`src/rtl/mem_port_arbiter.sv`:
```
// mem_port_arbiter -- sequencer for the single shared memory port of the
// multicycle MIPS core.
//
// Four requesters compete for the port: instruction fetch (PC), load/store
// (ALUOut), register-indirect access (RD) and exception-vector reads
// (words 255/254/253). A grant is held for MEM_LATENCY wait-state cycles
// (ACCESS), then the winner gets a one-cycle ack (DONE).
//
// Optional feature macro: FETCH_STARVE_GUARD_EN
//   When defined, a saturating counter tracks data/rd grants made while fetch
//   is waiting. At STARVE_LIMIT, fetch outranks data and rd for the next grant.
//   When undefined, priority is strictly exc > data > rd > fetch.
//
// Ports
//   clock, reset            rising-edge clock, synchronous active-high reset
//   req_fetch               fetch request (select 3'b000, read only)
//   req_data, data_wr       load/store request (3'b001); data_wr=1 -> store
//   req_rd, rd_wr           register-indirect request (3'b101); rd_wr=1 -> write
//   req_exc, exc_sel[1:0]   exception-vector read; 0/1/2 -> 3'b010/011/100,
//                           3 is illegal and falls back to 3'b010
//   mux_mem_end[2:0]        memory-address mux select
//   mem_wr                  write strobe, first ACCESS cycle of a write only
//   busy                    high in ACCESS and DONE
//   ack_fetch/data/rd/exc   one-cycle completion pulse to the winner
//   exc_bad                 pulses with ack_exc when exc_sel was 3
module mem_port_arbiter #(
   parameter int MEM_LATENCY  = 2,
   parameter int STARVE_LIMIT = 4
) (
   input  logic       clock,
   input  logic       reset,
   input  logic       req_fetch,
   input  logic       req_data,
   input  logic       data_wr,
   input  logic       req_rd,
   input  logic       rd_wr,
   input  logic       req_exc,
   input  logic [1:0] exc_sel,
   output logic [2:0] mux_mem_end,
   output logic       mem_wr,
   output logic       busy,
   output logic       ack_fetch,
   output logic       ack_data,
   output logic       ack_rd,
   output logic       ack_exc,
   output logic       exc_bad
);

   localparam int            WW        = (MEM_LATENCY > 1) ? $clog2(MEM_LATENCY) : 1;
   localparam logic [WW-1:0] WAIT_LAST = WW'(MEM_LATENCY - 1);

   typedef enum logic [1:0] {IDLE, ACCESS, DONE} state_t;

   // Latched grant: one-hot winner {exc, rd, data, fetch}, select code,
   // write flag and illegal-vector flag.
   typedef struct packed {
      logic [3:0] win;
      logic [2:0] sel;
      logic       wr;
      logic       bad;
   } grant_t;

   state_t        state_q, state_d;
   grant_t        gq, gd;
   logic [WW-1:0] wait_q;
   logic [3:0]    req, cand, gnt, mask_q;
   logic          starve;
   logic [2:0]    exc_code;

   assign req = {req_exc, req_rd, req_data, req_fetch};

   // In the IDLE cycle after DONE the just-acked requester still occupies its
   // priority slot even though its request is ignored: a stale or held request
   // must not hand the port to a lower-priority requester, only to a higher one.
   assign cand = req | mask_q;

   always_comb begin
      gnt = '0;
      if (cand[3])                gnt[3] = 1'b1;
      else if (starve && cand[0]) gnt[0] = 1'b1;
      else if (cand[1])           gnt[1] = 1'b1;
      else if (cand[2])           gnt[2] = 1'b1;
      else if (cand[0])           gnt[0] = 1'b1;
      gnt = gnt & ~mask_q;
   end

   always_comb begin
      case (exc_sel)
         2'd1:    exc_code = 3'b011;
         2'd2:    exc_code = 3'b100;
         default: exc_code = 3'b010;   // 0, and illegal 3 falls back to vector 255
      endcase
   end

`ifdef FETCH_STARVE_GUARD_EN
   localparam int CW = $clog2(STARVE_LIMIT + 1);

   logic [CW-1:0] starve_q;

   assign starve = (starve_q >= CW'(STARVE_LIMIT));

   // Only IDLE cycles matter: that is where grants happen and where an
   // absent fetch request resets the count.
   always_ff @(posedge clock) begin
      if (reset)
         starve_q <= '0;
      else if (state_q == IDLE) begin
         if (!req_fetch || gnt[0])
            starve_q <= '0;
         else if ((gnt[1] || gnt[2]) && !starve)
            starve_q <= starve_q + CW'(1);
      end
   end
`else
   // Limit has no effect without the guard.
   assign starve = 1'b0 & (STARVE_LIMIT > 0);
`endif

   always_comb begin
      state_d = state_q;
      gd      = gq;
      case (state_q)
         IDLE: begin
            if (|gnt) begin
               state_d = ACCESS;
               gd.win  = gnt;
               gd.sel  = 3'b000;
               gd.wr   = 1'b0;
               gd.bad  = 1'b0;
               if (gnt[3]) begin
                  gd.sel = exc_code;
                  gd.bad = (exc_sel == 2'd3);
               end else if (gnt[1]) begin
                  gd.sel = 3'b001;
                  gd.wr  = data_wr;
               end else if (gnt[2]) begin
                  gd.sel = 3'b101;
                  gd.wr  = rd_wr;
               end
            end
         end
         ACCESS:  if (wait_q == WAIT_LAST) state_d = DONE;
         DONE:    state_d = IDLE;
         default: state_d = IDLE;
      endcase
   end

   always_ff @(posedge clock) begin
      if (reset) begin
         state_q <= IDLE;
         gq      <= '0;
         wait_q  <= '0;
         mask_q  <= '0;
      end else begin
         state_q <= state_d;
         gq      <= gd;
         wait_q  <= (state_q == ACCESS) ? wait_q + WW'(1) : '0;
         mask_q  <= (state_q == DONE) ? gq.win : 4'b0000;
      end
   end

   // Outputs decode from registered state only; select is forced to 000 in IDLE.
   assign busy        = (state_q != IDLE);
   assign mux_mem_end = busy ? gq.sel : 3'b000;
   assign mem_wr      = (state_q == ACCESS) && (wait_q == '0) && gq.wr;
   assign {ack_exc, ack_rd, ack_data, ack_fetch} = (state_q == DONE) ? gq.win : 4'b0000;
   assign exc_bad     = (state_q == DONE) && gq.bad;

endmodule

```
`config.mk`:
```
export PLATFORM = sky130hd
export DESIGN_NAME = mem_port_arbiter
export DESIGN_NICKNAME = d
export VERILOG_FILES = /design/src/rtl/mem_port_arbiter.sv
export SDC_FILE = /design/constraint.sdc
export NUM_CORES = 1
export LEC_CHECK = 0
export CAP_MARGIN = 15
export CELL_PAD_IN_SITES_DETAIL_PLACEMENT = 0
export CELL_PAD_IN_SITES_GLOBAL_PLACEMENT = 1
export CORE_MARGIN = 4
export CORE_UTILIZATION = 31
export DETAILED_ROUTE_END_ITERATION = 12
export PLACE_DENSITY_LB_ADDON = 0.1
export SYNTH_ARGS = -nofsm -noshare
export SYNTH_HDL_FRONTEND = slang
export SYNTH_SLANG_ARGS = --single-unit
```
`constraint.sdc`:
```
create_clock -name clock -period 1.4 [get_ports clock]
set_input_delay 0.28 -clock clock [delete_from_list [all_inputs] [get_ports clock]]
set_output_delay 0.28 -clock clock [all_outputs]
set_load 0.05 [all_outputs]
```
==> results.sh, run 1 <==
export IMPL_p_leak_nw=0.517
export IMPL_drc=0
export IMPL_failed_checks="negative setup slack"
export IMPL_finalClockSkew_ns=0.00454
export IMPL_vias=706
export IMPL_ant_nets=0
export IMPL_wl_microns=1970
export IMPL_die_area_sq_um=3300
export IMPL_cts_htree_levels=1
export IMPL_firstDrtPassIters=3
export IMPL_synthArstFlopShare_pct=0
export IMPL_power_frac_seq_pct=46.7
export IMPL_comb_power_share_pct=23.1
export IMPL_tightestPinTransition_ns=0.251
export IMPL_holdWs_ns=0.425
export IMPL_synthToLayoutAreaGrowth_pct=73.6
export IMPL_avgSynthCellArea_sq_um=9.25
export IMPL_holdBufCountCts=0
export IMPL_io_buffer_count=19
export IMPL_stdcell_count=146
export IMPL_crit_chain="nor2_2 > inv_2 > buf_4 > buf_12"
export IMPL_crit_path_max_fanout=6
export IMPL_synth_warnings=0
export IMPL_grt_first_pass_wirelength_microns=3130
export IMPL_holdCritPathClass="input pin to flip-flop"
export IMPL_place_inst=141
export IMPL_via_per_inst=4.84
export IMPL_status="finished, violations left"
export IMPL_root_buffer="clkbuf_4"
export IMPL_worstPathArrival_ns=1.24
export IMPL_place_congestion=0.775
export IMPL_crit_required_ns=1.12
export IMPL_synth_cells=82
export IMPL_top_level_ports=20
export IMPL_ys_types=27
export IMPL_grt_use_total_pct=12.4
export IMPL_worstSetupStartpointType="flip-flop"
export IMPL_switching_share_pct=27.5
export IMPL_crit_type="flip-flop to primary output"
export IMPL_nNetsFinal=129
export IMPL_drive_gt1_share_pct=44.1
export IMPL_critPathCaptureType="primary output"
export IMPL_grt_overflow=0
export IMPL_syn_area_sq_um=758
export IMPL_critPathMaxStageDelay_ns=0.39
export IMPL_clkTransAtPathRegs_ns=0.10
export IMPL_cts_buffers=3
export IMPL_synth_nets=92
export IMPL_grt_pass1_vias=693
export IMPL_clockPowerShare_pct=30.3
export IMPL_slew_headroom_pct=83.2
export IMPL_ir_drop_mv=0.547
export IMPL_synth_seq_cells=16
export IMPL_synth_seq_area_share_pct=42.2
export IMPL_start_util_pct=33.3
export IMPL_cts_tree="yes"
export IMPL_p_int_uw=761
export IMPL_dp_hpwl_microns=1460
export IMPL_drt_iter0_markers=9
export IMPL_core_sq_um=2280
export IMPL_final_max_slew_violation_count=0
export IMPL_cts_sinks=16
export IMPL_place_area_sq_um=1180
export IMPL_die_h_microns=57.5
export IMPL_grt_start_max_net_pins=16
export IMPL_antenna_cells=0
export IMPL_finalCritPeriodShare_pct=109
export IMPL_fin_area_sq_um=1320
export IMPL_cp_slowest_cell="dfxtp_4"
export IMPL_wl_per_cell_microns=13.5
export IMPL_fin_ws_ns=-0.123
export IMPL_antenna_found_initial=0
export IMPL_p_sw_uw=289
export IMPL_worstSkewPairLatency_ns=0.29
export IMPL_hold_viol_final=0
export IMPL_total_power_mw=1.05
export IMPL_synth_flop_cell="dfxtp_1"
export IMPL_synth_edf_count=0
export IMPL_die_x_microns=57.5
export IMPL_fmax_mhz=657
export IMPL_rsz0062_at_grt="true"
export IMPL_tns_ns=-0.785
export IMPL_clock_path_buffers=2
export IMPL_rows=17
export IMPL_cap_violations=0
export IMPL_setup_viol=11
export IMPL_period_needed_ns=1.52
export IMPL_p_per_area_nw_per_um2=798
placed cells by master, fill, tap and decap left out, drive strengths merged, types with 2 or more instances in the layout:
cell	count
or3	3
a21oi	2
o32ai	6
o21ai	2
inv	7
or2	2
nor3b	3
nor2b	7
dfxtp	16
nor3	4
dlygate4sd2	2
clkdlybuf4s50	6
clkbuf	4
buf	24
nor2	3
and2	9
nand2b	6
routing by layer:
| layer | part of all wire [%] | GRT usage (%) | routed length [microns] |
|---|---|---|---|
| met1 | 45 | 15.2 | 888 |
| met3 | 4.8 | 2.71 | 94 |
| met5 | 0 | 0 | 0 |
| met2 | 48 | 20.5 | 944 |
| met4 | 2.2 | 5.96 | 44 |
timing repair:
item,in CTS,in global routing
buffers inserted,2,0
endpoints found under the setup margin,20,19
pin swaps,3,6
gates resized for setup,17,9
flip-flops by register name, indices dropped and copies added (netlist names):
| name | cells |
|---|---|
| mask_q | 4 |
| wait_q | 1 |
| state_q | 2 |
| gq | 9 |
critical path, delay by kind of cell (launching register included):
family                 cells  cell delay (ns)
DFF                        1             0.39
and+or+nand+nor            1             0.18
buffers and inverters      3             0.38
worst paths after layout:
path,startpoint,endpoint,slack [ns],cells after the start
worst max-delay path,state_q[0],busy,-0.12,4
worst min-delay path,req_exc,gq[4],0.42,3
worst max register to register,mask_q[3],gq[1],-0.02,3
worst min register to register,gq[2],gq[2],0.48,2
kinds of logic (layout without fill, tap and decap cells):
logic type	after synthesis	count (layout)	synth area share, %
DFF	16	16	42.2
buffers and inverters	8	44	3.96
AOI/OAI and AO/OA	15	15	16.5
and+or+nand+nor	41	41	34.0
muxes	2	2	3.30
Yosys cell counts, types with 2 or more instances:
master / n / area, sq um
dfxtp_1: 16 / 320
and2_1: 9 / 56.3
nor2b_1: 7 / 43.8
inv_1: 6 / 22.5
nand2b_1: 6 / 37.5
o32ai_1: 6 / 52.6
nor3_1: 4 / 20.0
nor2_1: 3 / 11.3
nor3b_1: 3 / 22.5
a21oi_1: 2 / 10.0
o21ai_1: 2 / 10.0
or2_1: 2 / 12.5
or3_1: 2 / 12.5
final cells by class:
cell class | instances | area (sq um)
inverters | 7 | 26.3
multi-input cells | 58 | 492
fillers | 190 | 960
clock buffers | 4 | 36.3
flip-flops and latches | 16 | 332
well taps | 28 | 35.0
repair buffers | 33 | 395
power by group through the flow:
stage	Sequential (mW)	Clock (mW)	Combinational [mW]
5_1_grt	0.493	0.339	0.259
6_report	0.490	0.318	0.242
2_1_floorplan	0.495	0	0.106
3_3_place_gp	0.499	0	0.220
3_5_place_dp	0.500	0	0.222
4_1_cts	0.492	0.327	0.231
stage by stage:
step	utilization, %	setup slack, ns
after floorplan	-	-0.0663
after global placement	52.0	-0.427
after detailed placement	52.0	-0.450
after CTS	55.9	-0.122
after global routing	57.8	-0.177
final	57.8	-0.123
No activity file was read; power rests on OpenSTA's default activity.
==> inputs of run 2 (changes only) <==
Settings changed: ABC_AREA set to 0.
==> results of run 2 <==
No change in the layout: final DEF, timing and power equal those of run 1.
==> inputs of run 3 (changes only) <==
Settings changed: CORE_MARGIN 4 to 2, REMOVE_ABC_BUFFERS set to 1.
==> run 3 against run 2 <==
  * The flow still finishes with violations (negative setup slack)
  * Non-clock buffer count shrank 1
  * Die area shrank 13%
  * Count of clock-buffer cells in the layout is the same
  * Maximum frequency grew 3.5%
  * Total power shrank 1.2%
  * First-iteration DRC count shrank 56%
  * Cell count shrank 0.68%
  * Combinational power is essentially flat
==> results.sh, run 3 (same netlist as run 1, synthesis figures left out) <==
export IMPL_reg_largest_list="gq x9, mask_q x4, state_q x2"
export IMPL_die_x_microns=53.5
export IMPL_grt_start_max_net_pins=16
export IMPL_crit_type="flip-flop to primary output"
export IMPL_drt_iter0_markers=4
export IMPL_critPathMaxStageDelay_ns=0.38
export IMPL_dp_hpwl_microns=1380
export IMPL_holdCritPathClass="input pin to flip-flop"
export IMPL_crit_required_ns=1.12
export IMPL_cts_tree="yes"
export IMPL_wl_microns=1810
export IMPL_mostFrequentLayoutCells="dfxtp_1 (13), buf_4 (12), buf_12 (10)"
export IMPL_fillers=218
export IMPL_p_per_area_nw_per_um2=793
export IMPL_top_level_ports=20
export IMPL_grt_pass1_vias=675
export IMPL_root_buffer="clkbuf_4"
export IMPL_fmax_mhz=680
export IMPL_ir_drop_mv=0.575
export IMPL_holdWs_ns=0.443
export IMPL_cts_buffers=3
export IMPL_wl_per_cell_microns=12.5
export IMPL_failed_checks="negative setup slack"
export IMPL_crit_buf_inv=1
export IMPL_worstSkewPairLatency_ns=0.29
export IMPL_firstDrtPassIters=3
export IMPL_via_per_inst=4.90
export IMPL_p_leak_nw=0.514
export IMPL_grt_use_total_pct=14.9
export IMPL_grt_overflow=0
export IMPL_period_needed_ns=1.47
export IMPL_antenna_found_initial=0
export IMPL_tightestPinTransition_ns=0.235
export IMPL_finalClockSkew_ns=0.00847
export IMPL_crit_path_max_fanout=6
export IMPL_cap_violations=0
export IMPL_status="finished, violations left"
export IMPL_antenna_cells=0
export IMPL_drc=0
export IMPL_clock_path_buffers=2
export IMPL_largest_register="gq"
export IMPL_stdcell_count=145
export IMPL_setup_viol=10
export IMPL_ant_nets=0
export IMPL_crit_chain="nor2b_4 > and2_4 > buf_12"
export IMPL_grt_first_pass_wirelength_microns=2950
export IMPL_clkTransAtPathRegs_ns=0.08
export IMPL_place_area_sq_um=1170
export IMPL_nNetsFinal=128
export IMPL_worstPathArrival_ns=1.19
export IMPL_synthToLayoutAreaGrowth_pct=72.6
export IMPL_place_congestion=0.756
export IMPL_start_util_pct=33.6
export IMPL_slew_headroom_pct=84.3
export IMPL_core_sq_um=2250
export IMPL_drive_gt1_share_pct=44.4
export IMPL_cts_htree_levels=1
export IMPL_fin_area_sq_um=1310
export IMPL_io_buffer_count=19
export IMPL_largest_register_ffs=9
export IMPL_cp_slowest_cell="dfxtp_4"
export IMPL_worstSetupStartpointType="flip-flop"
export IMPL_die_h_microns=53.5
export IMPL_cts_sinks=16
export IMPL_critPathCaptureType="primary output"
export IMPL_final_max_slew_violation_count=0
export IMPL_rows=17
export IMPL_die_area_sq_um=2860
export IMPL_hold_viol_final=0
export IMPL_final_common_cell="dfxtp_1"
export IMPL_vias=710
export IMPL_finalCritPeriodShare_pct=105
export IMPL_place_inst=140
export IMPL_postLayoutCoreUtil_pct=58.0
export IMPL_rsz0062_at_grt="true"
export IMPL_cp_top_family="simple AND/OR/NAND/NOR gates"
export IMPL_fin_ws_ns=-0.0715
export IMPL_tns_ns=-0.524
-- run 3: area by class of cell --
type,count,area [sq um],area share (%)
multi-input cells,58,490,37.5
repair buffers,32,392,29.9
flip-flops and latches,16,329,25.1
clock buffers,4,36.3,2.77
well taps,28,35.0,2.68
inverters,7,26.3,2.01
-- run 3: where the power goes --
part / total [mW] / internal, mW / switching (mW)
Sequential: 0.492 / 0.473 / 0.0186
Combinational: 0.245 / 0.135 / 0.111
Clock: 0.301 / 0.159 / 0.143
Total: 1.04 / 0.766 / 0.272
-- run 3: metrics by stage --
stage	total power, mW	worst slack, ns
floorplan	0.596	-0.525
global placement	0.718	-0.407
detailed placement	0.720	-0.419
CTS	1.04	-0.0956
global route	1.09	-0.146
finish	1.04	-0.0715
-- run 3: worst register-to-register path: stages (launching register included) --
cell and delay [ns]:
dfxtp_2 0.35, or3_4 0.40, a31o_1 0.21, mux2_4 0.29
-- run 3: worst paths after layout --
| kind | startpoint | endpoint | slack [ns] | depth (start not counted) |
|---|---|---|---|---|
| hold / removal | req_exc | gq[4] | 0.44 | 3 |
| setup / recovery | state_q[1] | ack_exc | -0.07 | 3 |
| setup reg to reg | mask_q[3] | gq[1] | 0.03 | 3 |
| hold reg to reg | gq[8] | mask_q[3] | 0.49 | 1 |
-- run 3: per-layer routing --
| layer | share of wire [%] | vias up | GRT usage, % |
|---|---|---|---|
| li1 | - | 359 | - |
| met1 | 43 | 333 | 17.3 |
| met2 | 50 | 11 | 23.7 |
| met3 | 4.0 | 7 | 5.37 |
| met4 | 2.4 | 0 | 8.12 |
| met5 | 0 | - | 0 |
-- run 3: timing repair --
item	CTS	global route
hold buffers	0	0
gates resized for setup	24	6
setup endpoints to repair	20	18
pin swaps	2	6
setup buffers	1	1
